==> src/rtl/i2c_bus_arbiter.sv <==
// i2c_bus_arbiter: round-robin arbiter sharing one I2C master engine between
// two register-access requesters (0 = power-up sequencer, 1 = runtime port).
// Optional feature macro: I2C_TIMEOUT_EN (WAIT timeout with err reporting).
module i2c_bus_arbiter #(
    parameter int unsigned ADDR_W = 16
`ifdef I2C_TIMEOUT_EN
    ,
    parameter logic [19:0] TIMEOUT_CYC = 20'd100000
`endif
) (
    input  logic              clk,
    input  logic              rst_n,
    input  logic              req0,
    input  logic              rh_wl0,
    input  logic [ADDR_W-1:0] addr0,
    input  logic [7:0]        wdata0,
    output logic              busy0,
    output logic              done0,
    output logic              err0,
    output logic [7:0]        rdata0,
    input  logic              req1,
    input  logic              rh_wl1,
    input  logic [ADDR_W-1:0] addr1,
    input  logic [7:0]        wdata1,
    output logic              busy1,
    output logic              done1,
    output logic              err1,
    output logic [7:0]        rdata1,
    output logic              i2c_exec,
    output logic              i2c_rh_wl,
    output logic [ADDR_W-1:0] i2c_addr,
    output logic [7:0]        i2c_data_w,
    input  logic [7:0]        i2c_data_r,
    input  logic              i2c_done
);

    typedef enum logic [1:0] {S_IDLE, S_ISSUE, S_WAIT, S_DONE} state_t;

    state_t              state_q, state_d;
    logic [1:0]          pend_q, pend_d;
    logic                owner_q, owner_d;
    logic                own_vld_q, own_vld_d;
    logic                rr_ptr_q, rr_ptr_d;
    logic                win;
    logic [1:0]          acc;
    logic                hold_rh_wl_q [2];
    logic [ADDR_W-1:0]   hold_addr_q  [2];
    logic [7:0]          hold_wdata_q [2];
    logic                exec_d, rh_wl_d;
    logic [ADDR_W-1:0]   addr_d;
    logic [7:0]          data_w_d, rdata0_d, rdata1_d;
    logic [1:0]          done_d, err_d, busy_d;
`ifdef I2C_TIMEOUT_EN
    logic [19:0]         tmo_q, tmo_d;
`endif

    // A request is accepted only while its requester is not busy
    assign acc = {req1 & ~busy1, req0 & ~busy0};

    // Per-requester holding registers, loaded on an accepted request
    always_ff @(posedge clk or negedge rst_n) begin
        if (!rst_n) begin
            for (int i = 0; i < 2; i++) begin
                hold_rh_wl_q[i] <= 1'b0;
                hold_addr_q[i]  <= '0;
                hold_wdata_q[i] <= 8'h00;
            end
        end else begin
            if (acc[0]) begin
                hold_rh_wl_q[0] <= rh_wl0;
                hold_addr_q[0]  <= addr0;
                hold_wdata_q[0] <= wdata0;
            end
            if (acc[1]) begin
                hold_rh_wl_q[1] <= rh_wl1;
                hold_addr_q[1]  <= addr1;
                hold_wdata_q[1] <= wdata1;
            end
        end
    end

    // Next-state and next-output logic
    always_comb begin
        state_d   = state_q;
        pend_d    = pend_q | acc;
        owner_d   = owner_q;
        own_vld_d = own_vld_q;
        rr_ptr_d  = rr_ptr_q;
        win       = 1'b0;
        exec_d    = 1'b0;
        rh_wl_d   = i2c_rh_wl;
        addr_d    = i2c_addr;
        data_w_d  = i2c_data_w;
        done_d    = 2'b00;
        err_d     = 2'b00;
        rdata0_d  = rdata0;
        rdata1_d  = rdata1;
`ifdef I2C_TIMEOUT_EN
        tmo_d     = tmo_q;
`endif
        case (state_q)
            S_IDLE: begin
                if (pend_q != 2'b00) begin
                    win         = (pend_q == 2'b11) ? rr_ptr_q : pend_q[1];
                    pend_d[win] = 1'b0;
                    rh_wl_d     = hold_rh_wl_q[win];
                    addr_d      = hold_addr_q[win];
                    data_w_d    = hold_wdata_q[win];
                    owner_d     = win;
                    own_vld_d   = 1'b1;
                    exec_d      = 1'b1;
                    state_d     = S_ISSUE;
                end
            end
            S_ISSUE: begin
                state_d = S_WAIT;
`ifdef I2C_TIMEOUT_EN
                tmo_d   = 20'd0;
`endif
            end
            S_WAIT: begin
                if (i2c_done) begin
                    if (owner_q) rdata1_d = i2c_data_r;
                    else         rdata0_d = i2c_data_r;
                    done_d[owner_q] = 1'b1;
                    own_vld_d       = 1'b0;
                    state_d         = S_DONE;
                end
`ifdef I2C_TIMEOUT_EN
                else if (tmo_q == TIMEOUT_CYC - 20'd1) begin
                    if (owner_q) rdata1_d = 8'h00;
                    else         rdata0_d = 8'h00;
                    done_d[owner_q] = 1'b1;
                    err_d[owner_q]  = 1'b1;
                    own_vld_d       = 1'b0;
                    state_d         = S_DONE;
                end else begin
                    tmo_d = tmo_q + 20'd1;
                end
`endif
            end
            S_DONE: begin
                rr_ptr_d = ~owner_q;
                state_d  = S_IDLE;
            end
            default: state_d = S_IDLE;
        endcase
        // Owner is released on entry to DONE so busy drops in the done cycle
        busy_d = pend_d | {own_vld_d & owner_d, own_vld_d & ~owner_d};
    end

    // State and registered outputs
    always_ff @(posedge clk or negedge rst_n) begin
        if (!rst_n) begin
            state_q    <= S_IDLE;
            pend_q     <= 2'b00;
            owner_q    <= 1'b0;
            own_vld_q  <= 1'b0;
            rr_ptr_q   <= 1'b0;
            i2c_exec   <= 1'b0;
            i2c_rh_wl  <= 1'b0;
            i2c_addr   <= '0;
            i2c_data_w <= 8'h00;
            done0      <= 1'b0;
            done1      <= 1'b0;
            err0       <= 1'b0;
            err1       <= 1'b0;
            rdata0     <= 8'h00;
            rdata1     <= 8'h00;
            busy0      <= 1'b0;
            busy1      <= 1'b0;
`ifdef I2C_TIMEOUT_EN
            tmo_q      <= 20'd0;
`endif
        end else begin
            state_q    <= state_d;
            pend_q     <= pend_d;
            owner_q    <= owner_d;
            own_vld_q  <= own_vld_d;
            rr_ptr_q   <= rr_ptr_d;
            i2c_exec   <= exec_d;
            i2c_rh_wl  <= rh_wl_d;
            i2c_addr   <= addr_d;
            i2c_data_w <= data_w_d;
            done0      <= done_d[0];
            done1      <= done_d[1];
            err0       <= err_d[0];
            err1       <= err_d[1];
            rdata0     <= rdata0_d;
            rdata1     <= rdata1_d;
            busy0      <= busy_d[0];
            busy1      <= busy_d[1];
`ifdef I2C_TIMEOUT_EN
            tmo_q      <= tmo_d;
`endif
        end
    end

endmodule

==> config.mk <==
export PLATFORM = sky130hd
export DESIGN_NAME = i2c_bus_arbiter
export DESIGN_NICKNAME = d
export VERILOG_FILES = /design/src/rtl/i2c_bus_arbiter.sv
export SDC_FILE = /design/constraint.sdc
export NUM_CORES = 1
export LEC_CHECK = 0
export CORE_MARGIN = 5
export CORE_UTILIZATION = 49
export DETAILED_ROUTE_END_ITERATION = 8
export PLACE_DENSITY_LB_ADDON = 0.1
export SYNTH_ARGS = -nofsm -noshare
export SYNTH_HDL_FRONTEND = slang
export SYNTH_SLANG_ARGS = --single-unit
export TNS_END_PERCENT = 100
==> constraint.sdc <==
create_clock -name clk -period 1.7 [get_ports clk]
set_clock_uncertainty 0.05 [all_clocks]
set_input_delay 0.34 -clock clk [delete_from_list [all_inputs] [get_ports clk]]
set_output_delay 0.34 -clock clk [all_outputs]
set_load 0.02 [all_outputs]
* Word-level counts from Yosys, hierarchy flattened
Index checks and enable logic that the tools add are counted.
W data, S select, Z words.
** Word-level totals
- Register bits :: 103
- Input bits :: 63
- Output and inout bits :: 48
- Logic and storage cells :: 81
** Cells by class
- $lt $le $gt $ge :: 5
- Eq/ne operators :: 6
- Mux-type cells :: 28
- Bitwise logic cells :: 13
- Reductions and logical operators :: 8
** Operator list (count)
- $mux W16 :: 3
- $mux W8 :: 3
- $mux W1 :: 12
- $mux W2 :: 6
- $pmux W2 S4 :: 1
- $eq A2 B2 Y1 const B :: 3
- $reduce_and A3 Y1 :: 2
- $and A1 B1 Y1 :: 4
- $lt A1 B2 Y1 const B :: 2
- $ne A2 B2 Y1 const B :: 2
- $not A1 Y1 :: 4
- $or A2 B2 Y2 :: 2
- $reduce_and A2 Y1 :: 2
- $and A2 B2 Y2 :: 1
- $demux W1 S1 :: 2
- $eq A2 B1 Y1 const B :: 1
- $ge A1 B1 Y1 const B :: 2
- $ge A2 B2 Y1 const B :: 1
- $logic_and A1 B1 Y1 :: 2
- $logic_not A2 Y1 :: 1
- $not A1 Y2 :: 1
- $not A2 Y2 :: 1
- $pmux W1 S2 :: 1
- $reduce_bool A2 Y1 :: 1

* Logic depth before layout (Yosys ltp)
- Word-level depth :: 11
- Gate-level depth with buffers :: 7
- Depth with buffers taken out :: 6

* Worst setup path before layout
No wires, ideal clock.
- Path type :: flip-flop to flip-flop
- From :: reg state_q[0]
- To :: reg rdata0[5]
- Library setup time :: 0.125 ns
- Arrival :: 1.412 ns
- Required time :: 1.525 ns
- Path slack :: 0.114 ns
- Stages on the path, launching flop included :: 8
- Path buffers :: 1
- Period minus slack after synthesis :: 1.586 ns
- Cells stage by stage :: dfrtp_1 -> inv_1 -> ha_1 -> nand2_1 -> or2_1 -> buf_6 -> clkinv_2 -> mux2_2
** On the way
- Longest elaborated chain between the ends :: 2
** RTL lines
- start: declaration :: RTL line 39 : state_t state_q, state_d;
- start signal: assignment :: RTL line 176 : state_q <= state_d;
- $eq A2 B2 Y1 :: RTL line 101 : case (state_q)
- $reduce_and A3 Y1 (no line)
- end signal: assignment :: RTL line 189 : rdata0 <= rdata0_d;
- end: declaration :: RTL line 20 : output logic [7:0] rdata0,
Every way passes these cells.
A chain may end at the register's enable or synchronous reset.

* Worst setup path after layout
- From :: reg state_q[0]
- To :: reg rdata0[2]
Same word-level chain as after synthesis.

==> flow_summary_export.csv <==
group,metric,value,unit
timing,slew_viol_final,0,
yosys,synth_seq_area_share,59.8,%
timing,fmaxAchievable,0.621,GHz
grt,grt_pass1_vias,3073,
route,wl_per_cell,16.7,um
yosys,synth_area_per_cell,13.0,um^2
cells_and_area,fin_area,5720,um^2
cells_and_area,drive_gt1_share,24.0,%
yosys,async_flop_share,100,%
run,maxCapViolCount,0,
power_and_ir_drop,leakagePower,2.45,nW
setup_path,worstReg2RegEnd,"rdata0[2]",
setup_path,reg2reg_slack,0.09,ns
yosys,synth_cells,331,
timing,report.final.setup_viol,0,
power_and_ir_drop,switching_share,37.2,%
yosys,yosysMostFrequentCell,"dfrtp_1",
clock_network,clkTransAtPathRegs,0.09,ns
setup_path,path_max_fanout,5,
placed_design,port_buffers,108,
route,drcViolationCount,0,
die,row_count,34,
die,fp.dieW,104,um
timing,hold_viol,0,
power_and_ir_drop,pwr-share-seq,41.4,%
power_and_ir_drop,power_frac_comb,45.6,%
power_and_ir_drop,p_sw,0.00395,W
power_and_ir_drop,powerDensity,1860,nW/um^2
yosys,syn_area,4310,um^2
power_and_ir_drop,p_int,0.00667,W
route,via_per_inst,5.31,
power_and_ir_drop,vdd_drop_max,1140,uV
cells_and_area,syn_to_final_growth,32.7,%
timing,rsz0062_at_grt,"no",
yosys,synth_top_area_cell,"dfrtp_1",
timing,fin_hold_ws,0.348,ns
yosys,yosysUniqueCellTypes,32,
die,core,8640,um^2
clock_network,root_buffer,"clkbuf_8",
route,drt-total-wl,9230,um
placed_design,placed_area,5580,um^2
yosys,synth_top_area_share,59.8,%
setup_path,required,1.90,ns
clock_network,cts_sinks,103,
timing,fin_crit_sh,94.8,%
setup_path,rr_startpoint,"state_q[0]",
route,vias,2939,
die,io_pins,111,
cells_and_area,antenna_cells,0,
placed_design,post-place-cells,537,
clock_network,cts_buffers,9,
setup_path,crit_type,"flop to flop",
setup_path,ff2ff_path_depth,6,
grt,grt_use_total,17.7,%
placed_design,hpwl,6420,um
setup_path,critPathLaunchType,"flop",
clock_network,clk_latency,0.36,ns
die,start_util,49.9,%
die,dieArea,10800,um^2
grt,grt_pass1_wl,15500,um
route,dr.pass1.iters,5,
yosys,synth-seq-cells,103,
yosys,yosys-top-cells-area,"dfrtp_1 60%, mux2_2 16%, nand3b_1 4.4%",
die,die_h,104,um
placed_design,gp_congestion,0.739,
cells_and_area,fin_cells,554,
setup_path,cp.arrival,1.81,ns
grt,grt_max_degree,52,
clock_network,clock_path_buffers,2,
yosys,netlist_top_cells_count,"103 x dfrtp_1, 63 x mux2_2, 28 x nor2_1",
cells_and_area,fillers,707,
grt,grt-ovfl-total,0,
yosys,yosysWarnings,0,
run_status,status,"finished clean",
cells_and_area,layout.nets,507,
clock_network,cts_tree,"done",
setup_path,cp-end-kind,"flop",
worst_hold_path,min_path_type,"primary input to asynchronous set/reset pin",
route,dr.first_iter.drc_count,102,
timing,post-route-min-period,1.61,ns
yosys,synth-edff-count,0,
yosys,synth_flop_cell,"dfrtp_1",
grt,antenna_found_initial,0,
power_and_ir_drop,p_clk_share,13.0,%
clock_network,htree_levels,3,
route,antenna_left,0,
## power groups by stage
stage / combinational (W) / sequential, W / clock [W]
2_1_floorplan: 0.00273 / 0.00494 / 0
4_1_cts: 0.00492 / 0.00441 / 0.00143
5_1_grt: 0.00533 / 0.00456 / 0.00152
3_3_place_gp: 0.00516 / 0.00443 / 0
3_5_place_dp: 0.00529 / 0.00448 / 0
6_report: 0.00485 / 0.00439 / 0.00138
## worst max path at each step
| stage | slack, ns | to | start |
|---|---|---|---|
| final | 0.09 | rdata0[2] | state_q[0] |
| after global routing | 0.02 | i2c_addr[1] | pend_q[1] |
| after CTS | 0.02 | rdata0[2] | state_q[0] |
| after detailed placement | -0.1 | rdata0[2] | i2c_done |
| after global placement | -0.07 | rdata0[1] | i2c_done |
| after floorplan | 0.11 | rdata0[5] | state_q[0] |
## timing repair
item / 4_1_cts / 5_1_grt
hold buffers: 1 / 0
endpoints found under the setup margin: 46 / 8
setup buffers: 0 / 0
endpoints found under the hold margin: 16 / 0
gates resized for setup: 46 / 2
## area by class of cell
class	instances	area [um^2]	area share (%)
Multi-Input combinational cell	196	1560	27.3
Inverter	8	31.3	0.547
Clock buffer	12	145	2.54
Clock inverter	4	31.3	0.547
Timing Repair Buffer	123	1240	21.6
Tap cell	108	135	2.36
Sequential cell	103	2580	45.1
## per-stage QoR
step                      setup WS [ns]  setup TNS, ns  total power, W  utilization [%]
after global routing             0.0239              0          0.0114             66.2
after CTS                        0.0196              0          0.0108             66.2
final                            0.0889              0          0.0106             66.2
after global placement          -0.0698          -1.25         0.00959             64.7
after floorplan                   0.114              0         0.00767                -
after detailed placement        -0.0956          -1.35         0.00977             64.7
## metal layers
layer	vias to the layer above	GRT usage [%]	wire length (um)
met3	10	5.16	570
li1	1386	-	-
met2	75	29.1	4560
met5	-	0	0
met4	0	4.81	107
met1	1468	23.0	3990
## sequential cells by signal (all words and copies together), names as in the netlist
name,flops
i2c_exec,1
i2c_rh_wl,1
pend_q,2
i2c_addr,16
rdata0,8
hold_rh_wl_q,2
done1,1
rdata1,8
hold_addr_q,32
own_vld_q,1
busy1,1
owner_q,1
rr_ptr_q,1
state_q,2
i2c_data_w,8
busy0,1
done0,1
hold_wdata_q,16
## critical path, cell delays in order (launching register included)
cell and delay, ns:
dfrtp_1 0.41, inv_1 0.08, ha_2 0.21, nand2_1 0.07
or2_4 0.25, buf_12 0.14, mux2_4 0.29
## cells in the final DEF, fill, tap and decap left out, types with 2 or more instances in the layout
cell type        Yosys  final
clkbuf_1             2      2
mux2_4               5      5
clkinv_2             1      2
buf_4               10      7
clkdlybuf4s50_1      0     61
clkbuf_8             0     10
mux2_2              63     63
dfrtp_1            103    103
buf_12               0      8
ha_1                 3      2
o21ai_0             25     25
inv_1                6      6
a21oi_1              3      3
clkinv_4             0      3
nand3b_1            25     25
nor2_1              28     28
nand2_1              2      2
a31oi_1             25     25
conb_1               1      2
nor2b_2              0      2
dlygate4sd2_1        0     46
## cell families (layout without fill, tap and decap cells)
group / count (synthesis) / in the layout / synth area share, %
flops: 103 / 103 / 59.8
buf+inv: 33 / 147 / 4.30
simple gates: 62 / 62 / 8.28
mux: 69 / 69 / 18.4
compound gates: 60 / 60 / 8.22
fa+ha+maj: 3 / 3 / 0.871
other cells: 1 / 2 / 0.0870
Note: power is estimated with default switching activity, not from simulation.
